[config.mk]
export PLATFORM = sky130hd
export DESIGN_NAME = uart_rx16
export DESIGN_NICKNAME = d
export VERILOG_FILES = /design/src/rtl/uart_rx16_pkg.sv /design/src/rtl/uart_rx16_sync_2ff.sv /design/src/rtl/uart_rx16.sv
export SDC_FILE = /design/constraint.sdc
export NUM_CORES = 1
export LEC_CHECK = 0
export BUFFER_PORTS_ARGS = -buffer_cell sky130_fd_sc_hd__buf_2
export CAP_MARGIN = 20
export CORE_MARGIN = 3
export CORE_UTILIZATION = 55
export DETAILED_ROUTE_END_ITERATION = 7
export PLACE_DENSITY = 0.85
export SETUP_SLACK_MARGIN = 0.4
export SYNTH_ARGS = -nofsm -noshare
export SYNTH_HDL_FRONTEND = slang
export SYNTH_SLANG_ARGS = --single-unit
[constraint.sdc]
create_clock -name clk -period 3.23 [get_ports clk]
set_input_delay 0.1615 -clock clk [delete_from_list [all_inputs] [get_ports clk]]
set_output_delay 0.1615 -clock clk [all_outputs]
set_load 0.02 [all_outputs]
[src/rtl/uart_rx16_pkg.sv]
// uart_rx16_pkg
//   Shared UART definitions: receiver state encoding, default bit timing and
//   a helper that sizes the bit/gap timers. Also used by the transmitter.
package uart_rx16_pkg;

  typedef enum logic [2:0] {
    ST_IDLE  = 3'd0,
    ST_START = 3'd1,
    ST_DATA  = 3'd2,
    ST_STOP  = 3'd3,
    ST_GAP   = 3'd4
  } rx_state_e;

  localparam int unsigned UART_CLKS_PER_BIT = 100;
  localparam int unsigned UART_GAP_BITS     = 4;

  // One spare bit above the longest span timed, so no timer can wrap.
  function automatic int cnt_width(input int unsigned span);
    return $clog2(span) + 1;
  endfunction

endpackage

[src/rtl/uart_rx16_sync_2ff.sv]
// sync_2ff
//   Two-flop synchronizer for an asynchronous, idle-high serial input.
//   Both flops reset to 1 so a reset line looks idle to downstream logic.
// Ports:
//   clk_i   clock
//   rst_ni  asynchronous active-low reset
//   d_i     asynchronous input
//   q_o     synchronized output
module sync_2ff (
  input  logic clk_i,
  input  logic rst_ni,
  input  logic d_i,
  output logic q_o
);

  logic meta_q;
  logic sync_q;

  always_ff @(posedge clk_i or negedge rst_ni) begin
    if (!rst_ni) begin
      meta_q <= 1'b1;
      sync_q <= 1'b1;
    end else begin
      meta_q <= d_i;
      sync_q <= meta_q;
    end
  end

  assign q_o = sync_q;

endmodule

[src/rtl/uart_rx16.sv]
// uart_rx16
//   8N1 UART receiver assembling two consecutive bytes into a 16-bit word
//   (byte 0 -> [7:0], byte 1 -> [15:8]). Byte 1 must start within GAP_BITS
//   bit periods of byte 0's stop bit, otherwise the partial word is dropped.
//
//   state | meaning
//   ------+-------------------------------------------------------------
//   IDLE  | line idle, waiting for a falling edge (byte 0 expected)
//   START | timing to mid start bit; line high there is a glitch
//   DATA  | sampling 8 data bits at mid-bit, LSB first
//   STOP  | sampling stop bit at mid-bit
//   GAP   | byte 0 done, waiting for byte 1 start edge or timeout
//
// Ports:
//   clk        clock, rising edge
//   rst        asynchronous active-low reset
//   rx_in      serial line, idle high
//   rx_data    last complete word
//   rx_valid   one-cycle pulse, rx_data updated
//   frame_err  one-cycle pulse, stop bit sampled low
//   gap_err    one-cycle pulse, byte 1 did not start in time
//   busy       high whenever not IDLE
module uart_rx16
  import uart_rx16_pkg::*;
#(
  parameter int unsigned CLKS_PER_BIT = UART_CLKS_PER_BIT,
  parameter int unsigned GAP_BITS     = UART_GAP_BITS
) (
  input  logic        clk,
  input  logic        rst,
  input  logic        rx_in,
  output logic [15:0] rx_data,
  output logic        rx_valid,
  output logic        frame_err,
  output logic        gap_err,
  output logic        busy
);

  localparam int CNT_W = cnt_width(GAP_BITS * CLKS_PER_BIT);
  localparam logic [CNT_W-1:0] HALF_M1 = CNT_W'(CLKS_PER_BIT / 2 - 1);
  localparam logic [CNT_W-1:0] BIT_M1  = CNT_W'(CLKS_PER_BIT - 1);
  localparam logic [CNT_W-1:0] GAP_M1  = CNT_W'(GAP_BITS * CLKS_PER_BIT - 1);

  logic rxs;
  logic rxs_prev_q;
  logic fall;

  rx_state_e        state_q, state_d;
  logic [CNT_W-1:0] cnt_q, cnt_d;
  logic [2:0]       bit_cnt_q, bit_cnt_d;
  logic             byte_idx_q, byte_idx_d;
  logic [15:0]      shadow_q, shadow_d;
  logic [15:0]      rx_data_q, rx_data_d;
  logic             rx_valid_q, rx_valid_d;
  logic             frame_err_q, frame_err_d;
  logic             gap_err_q, gap_err_d;

  sync_2ff u_sync (
    .clk_i  (clk),
    .rst_ni (rst),
    .d_i    (rx_in),
    .q_o    (rxs)
  );

  // Edge detect needs the line seen high first, so after a low stop bit
  // IDLE naturally waits for the line to return high.
  assign fall = rxs_prev_q & ~rxs;

  always_ff @(posedge clk or negedge rst) begin
    if (!rst) begin
      rxs_prev_q  <= 1'b1;
      state_q     <= ST_IDLE;
      cnt_q       <= '0;
      bit_cnt_q   <= '0;
      byte_idx_q  <= 1'b0;
      shadow_q    <= '0;
      rx_data_q   <= '0;
      rx_valid_q  <= 1'b0;
      frame_err_q <= 1'b0;
      gap_err_q   <= 1'b0;
    end else begin
      rxs_prev_q  <= rxs;
      state_q     <= state_d;
      cnt_q       <= cnt_d;
      bit_cnt_q   <= bit_cnt_d;
      byte_idx_q  <= byte_idx_d;
      shadow_q    <= shadow_d;
      rx_data_q   <= rx_data_d;
      rx_valid_q  <= rx_valid_d;
      frame_err_q <= frame_err_d;
      gap_err_q   <= gap_err_d;
    end
  end

  always_comb begin
    state_d     = state_q;
    cnt_d       = cnt_q;
    bit_cnt_d   = bit_cnt_q;
    byte_idx_d  = byte_idx_q;
    shadow_d    = shadow_q;
    rx_data_d   = rx_data_q;
    rx_valid_d  = 1'b0;
    frame_err_d = 1'b0;
    gap_err_d   = 1'b0;

    unique case (state_q)
      ST_IDLE: begin
        if (fall) begin
          state_d = ST_START;
          cnt_d   = '0;
        end
      end

      ST_START: begin
        if (cnt_q == HALF_M1) begin
          cnt_d = '0;
          if (!rxs) begin
            state_d   = ST_DATA;
            bit_cnt_d = '0;
          end else begin
            // Glitch: drop any half-filled word rather than resume mid-word.
            state_d    = ST_IDLE;
            byte_idx_d = 1'b0;
          end
        end else begin
          cnt_d = cnt_q + CNT_W'(1);
        end
      end

      ST_DATA: begin
        if (cnt_q == BIT_M1) begin
          cnt_d = '0;
          shadow_d[{byte_idx_q, bit_cnt_q}] = rxs;
          if (bit_cnt_q == 3'd7) begin
            state_d = ST_STOP;
          end else begin
            bit_cnt_d = bit_cnt_q + 3'd1;
          end
        end else begin
          cnt_d = cnt_q + CNT_W'(1);
        end
      end

      ST_STOP: begin
        if (cnt_q == BIT_M1) begin
          cnt_d = '0;
          if (!rxs) begin
            frame_err_d = 1'b1;
            shadow_d    = '0;
            byte_idx_d  = 1'b0;
            state_d     = ST_IDLE;
          end else if (!byte_idx_q) begin
            byte_idx_d = 1'b1;
            state_d    = ST_GAP;
          end else begin
            rx_data_d  = shadow_q;
            rx_valid_d = 1'b1;
            byte_idx_d = 1'b0;
            state_d    = ST_IDLE;
          end
        end else begin
          cnt_d = cnt_q + CNT_W'(1);
        end
      end

      ST_GAP: begin
        // A start edge on the timeout cycle still wins.
        if (fall) begin
          state_d = ST_START;
          cnt_d   = '0;
        end else if (cnt_q == GAP_M1) begin
          gap_err_d  = 1'b1;
          byte_idx_d = 1'b0;
          cnt_d      = '0;
          state_d    = ST_IDLE;
        end else begin
          cnt_d = cnt_q + CNT_W'(1);
        end
      end

      default: begin
        state_d    = ST_IDLE;
        byte_idx_d = 1'b0;
        cnt_d      = '0;
      end
    endcase
  end

  assign rx_data   = rx_data_q;
  assign rx_valid  = rx_valid_q;
  assign frame_err = frame_err_q;
  assign gap_err   = gap_err_q;
  assign busy      = (state_q != ST_IDLE);

endmodule

# Word level (Yosys, flattened, before mapping)

Cells that the tools add are included.

Register bits: 55
Input bits: 3
Output and inout bits: 20
Logic and storage cells: 98

Add/sub/neg operators: 2
Order comparisons: 2
Eq/ne operators: 20
Multiplexer cells: 47
Bitwise operators: 3
Reduce and logical (&&, ||, !) cells: 12

Operators with widths:

| kind                  | count |
|---|---|
| $mux 10               | 5 |
| $mux 16               | 3 |
| $pmux 10 s4           | 1 |
| $mux 3                | 13 |
| $pmux 16 s2           | 1 |
| $ne 2x2->1 const B    | 10 |
| $mux 1                | 18 |
| $bwmux 16             | 1 |
| $pmux 3 s5            | 1 |
| $reduce_and 6->1      | 2 |
| $add 10x1->10 const B | 1 |
| $eq 10x6->1 const B   | 1 |
| $eq 10x7->1 const B   | 1 |
| $eq 10x9->1 const B   | 1 |
| $reduce_and 4->1      | 2 |
| $eq 3x2->1 const B    | 2 |
| $eq 3x3->1 const B    | 2 |
| $pmux 3 s2            | 1 |
| $lt 4x5->1 const B    | 1 |
| $reduce_and 5->1      | 1 |
| $demux 1 s4           | 1 |
| $ge 4x1->1 const B    | 1 |
| $pmux 1 s4            | 1 |
| $reduce_bool 2->1     | 2 |
| other kinds (11)      | 13 |

# Logic depth before layout (Yosys ltp)

Word-level depth: 7
Mapped depth: 8
Mapped depth without buffers: 7

# Modules after synthesis

A second synthesis with hierarchy kept.

Cell total of the unflattened synthesis: 256
Area total of the unflattened synthesis: 2722.6 µm²

By module, submodules not included:

| module    | times used | cells each | area an instance (µm²) | seq. area each (µm²) |
|---|---|---|---|---|
| uart_rx16 | 1          | 254        | 2670.1                 | 1327.5 |
| sync_2ff  | 1          | 2          | 52.6                   | 52.6 |

# Worst setup path after synthesis

No wires, ideal clock.

Path kind: register -> register
Start point: register cnt_q[0]
End point: register state_q[0]
Setup time: 0.122 ns
Arrival time: 1.858 ns
Data required time: 3.108 ns
Slack: 1.251 ns
Stages on the path, launching flop included: 7
Buffers on the path: 0
Period minus slack after synthesis: 1.979 ns
Path through: dfrtp_1 > ha_1 > and3_2 > and4b_1 > o41ai_4 > nand2_2 > a32o_1

Word-level cells in the longest chain between the ends: 3
Elaborated cells on any way between the ends: 8
Classes of those cells: eq/ne: 7; reduce/logical: 1

Ends and longest elaborated chain:

| item                                                             | line             | text |
|---|---|---|
| from (decl)                                                      | uart_rx16.sv:49  | `logic [CNT_W-1:0] cnt_q, cnt_d;` |
| from (signal assigned)                                           | uart_rx16.sv:84  | `cnt_q <= cnt_d;` |
| $eq 10x9->1, or another cell as far along                        | uart_rx16.sv:171 | `end else if (cnt_q == GAP_M1) begin` |
| $ne 3x3->1 (no source line) / $ne 2x2->1 (equally long branches) | -                |  |
| $reduce_and 6->1 (no source line) *                              | -                |  |
| to (signal assigned)                                             | uart_rx16.sv:83  | `state_q <= state_d;` |
| to (decl)                                                        | uart_rx16.sv:48  | `rx_state_e state_q, state_d;` |

Every way passes the cells marked *; elsewhere a longest branch is shown, timed or not.
A chain may end at the register's enable or synchronous reset.

# Worst setup path after layout

Start point: register state_q[0]
End point: register rx_data_q[8], in the netlist rx_data[8]

Word-level cells in the longest chain between the ends: 2

Ends and longest elaborated chain:

| item                              | line             | text |
|---|---|---|
| $eq 3x2->1                        | uart_rx16.sv:106 | `unique case (state_q)` |
| $reduce_and 4->1 (no source line) | -                |  |
| to (signal assigned)              | uart_rx16.sv:88  | `rx_data_q <= rx_data_d;` |
| to (decl)                         | uart_rx16.sv:53  | `logic [15:0] rx_data_q, rx_data_d;` |

No other way between the ends.

==> results.json <==
{
  "grt_max_degree": 37,
  "drv_slew": 0,
  "clock-sinks": 55,
  "synth_enable_flop_cells": 0,
  "drt_iter0_markers": 214,
  "io-pin-count": 23,
  "wirelength_um": 5257,
  "clockRootBuffer": "clkbuf_8",
  "routedWlPerCell_um": 15.37,
  "grt_usage_pct": 19.52,
  "cp-end-kind": "register",
  "relSlewSlack_pct": 46.32,
  "viasPerCell": 5.795,
  "synth_nets": 263,
  "hp-class": "reg -> reg",
  "start_util_pct": 57.63,
  "setup_tns_ns": 0,
  "netlist_instances": 253,
  "antennaDiodeCount": 0,
  "portBuffers": 22,
  "cp_data_arrival_time_ns": 2.62,
  "cpMostUsedCell": "nor2_4",
  "synth_top_area_share_pct": 47.49,
  "dp_hpwl_um": 3648,
  "die_area_um2": 5865,
  "ys_types": 49,
  "ys_seq_elements": 55,
  "synthTopCellsByArea": "dfrtp_1 47%, mux2_2 5.8%, o21ai_1 3.8%, o21ai_0 3.7%, ha_1 3.2%",
  "p_per_area_nw_per_um2": 618.1,
  "die_h_um": 76.59,
  "syn_area_um2": 2740,
  "area_growth_syn_to_layout_pct": 8.128,
  "synth-simple-area-share_pct": 16.48,
  "p_leak_nw": 1.430,
  "worstPathMaxFanout": 18,
  "worstSetupPathType": "reg -> reg",
  "period_share_pct": 74.80,
  "async_reset_ff_share_pct": 100.0,
  "synth_most_common_cell": "dfrtp_1",
  "nets": 284,
  "clockBufferDepth": 2,
  "synth_compound_area_share_pct": 16.21,
  "finish.utilization_pct": 62.32,
  "clkTransAtPathRegs_ns": 0.10,
  "path_cells": "inv_1 > nor2_4 > nand3_1 > nor2_4 > mux2_2",
  "avgSynthCellArea_um2": 10.83,
  "grt_pass1_vias": 1866,
  "clock_skew_ns": 0.007367,
  "synthXorXnorAreaFrac_pct": 0.3196,
  "worstPathRequired_ns": 3.43,
  "setup_viol_count_final": 0,
  "finalHoldViolCount": 0,
  "ys_warn_count": 0,
  "critPathLaunch": "state_q[0]",
  "drive_gt1_share_pct": 23.27,
  "fin_crit_ns": 2.416,
  "ys_seq_area_share_pct": 50.37,
  "grt-ovfl-total": 0,
  "globalplace.congestion": 0.8673,
  "synth_top_family_by_area": "simple AND/OR/NAND/NOR gates",
  "grt_pass1_wl_um": 9101,
  "ant_nets": 0,
  "drc_errors": 0,
  "synth_common_cells": "52 x dfrtp_1, 21 x o21ai_1, 20 x o21ai_0, 19 x nand2_1, 15 x a21oi_1",
  "vias": 1982,
  "cts_setup_buffers": 0,
  "synth_flop_cell": "dfrtp_1",
  "r2r_start": "state_q[0]",
  "status": "completed",
  "antenna_found_initial": 0,
  "synthAdderAreaFrac_pct": 3.196,
  "crit_slowest_cell": "dfrtp_1",
  "cp_top_family": "simple AND/OR/NAND/NOR gates",
  "path_buf_inv": 1,
  "clock_latency_ns": 0.31,
  "hold_start": "u_sync.meta_q",
  "ir_drop_mv": 0.3047,
  "fmax_mhz": 413.9,
  "h-tree-depth": 2,
  "tightest_slew_ns": 0.8052,
  "synthMuxAreaShare_pct": 9.224,
  "synth_top_cell_by_area": "dfrtp_1",
  "cp-start-kind": "register",
  "row_count": 25,
  "dieWidth_um": 76.59,
  "cts_tree": "built",
  "slowest_delay_ns": 0.70,
  "first_pass_iters": 4,
  "fp.coreArea_um2": 4755,
  "rsz0062_at_grt": "no",
  "numCtsBuffers": 5,
  "drv_cap": 0
}
==> power by group <==
group	total, mW	internal, mW	leakage, nW	switching, mW
Clock	0.380	0.156	0.0454	0.224
Combinational	0.590	0.213	0.638	0.377
Sequential	0.861	0.742	0.747	0.119
==> logic make-up (layout without fill, tap and decap cells) <==
logic type,count (synthesis),after routing
AO/OA/AOI/OAI,74,74
flip-flops,55,55
buffers and inverters,18,40
XOR/XNOR,1,1
adder cells (fa/ha/maj),7,7
multiplexers,23,23
AND/OR/NAND/NOR,75,75
==> what timing repair did <==
action,in CTS,in global routing
gates resized for setup,0,0
hold buffers,2,0
hold endpoints to repair,33,0
==> worst paths after layout <==
| path | end | slack (ns) | depth (start not counted) |
|---|---|---|---|
| max in group asynchronous | rx_data[4] | 1.99 | 3 |
| worst min-delay path | u_sync.q_o | 0.35 | 0 |
| worst min register to register | u_sync.q_o | 0.35 | 0 |
| min in group asynchronous | rx_data[14] | 0.47 | 2 |
| worst max-delay path | rx_data[8] | 0.81 | 5 |
| worst max register to register | rx_data[8] | 0.81 | 5 |
==> per-stage QoR <==
stage               hold WS [ns]  worst slack [ns]  instance area (um2)  instances  total power [mW]
finish                    0.3518            0.8140                 2963        342             1.831
global route              0.3574            0.6139                 2963        342             1.959
CTS                       0.3617            0.8187                 2963        342             1.837
detailed placement        0.2687            0.8473                 2853        332             1.452
global placement          0.2701            0.9406                 2853        332             1.426
floorplan                -0.1341             1.251                 2740        253             1.337
==> layer usage <==
| layer | up-vias | GRT usage (%) | wire (um) |
|---|---|---|---|
| li1 | 960 | - | - |
| met1 | 955 | 27.65 | 2508 |
| met2 | 60 | 29.79 | 2409 |
| met3 | 7 | 4.965 | 272 |
| met4 | 0 | 5.616 | 68 |
| met5 | - | 0 | 0 |
==> cell usage in the layout, fill, tap and decap left out, types with 3 or more instances in the layout <==
master    count
a21oi_1      15
a31oi_1       6
and3_1        3
buf_2        22
clkbuf_8      5
dfrtp_1      52
dfstp_2       3
ha_1          7
inv_1         7
mux2_1        4
mux2_2       14
mux2i_1       5
nand2_1      19
nand2b_1      3
nand3_1       7
nor2_1       14
nor3_1        6
o21ai_0      20
o21ai_1      21
o22ai_1       3
==> area by class of cell <==
type	instances	area (um2)
fillers	388	1792
flip-flops and latches	55	1380
multi-input cells	180	1245
repair buffers	25	137.6
well taps	67	83.83
clock buffers	6	72.57
inverters	7	26.28
clock inverters	2	17.52
==> state kept, by name (all words and copies together), names as in the netlist, 3 cells and up <==
| signal | cells |
|---|---|
| cnt_q | 10 |
| bit_cnt_q | 3 |
| shadow_q | 16 |
| state_q | 3 |
| rx_data | 16 |
Note: power is estimated with default switching activity, not from simulation.
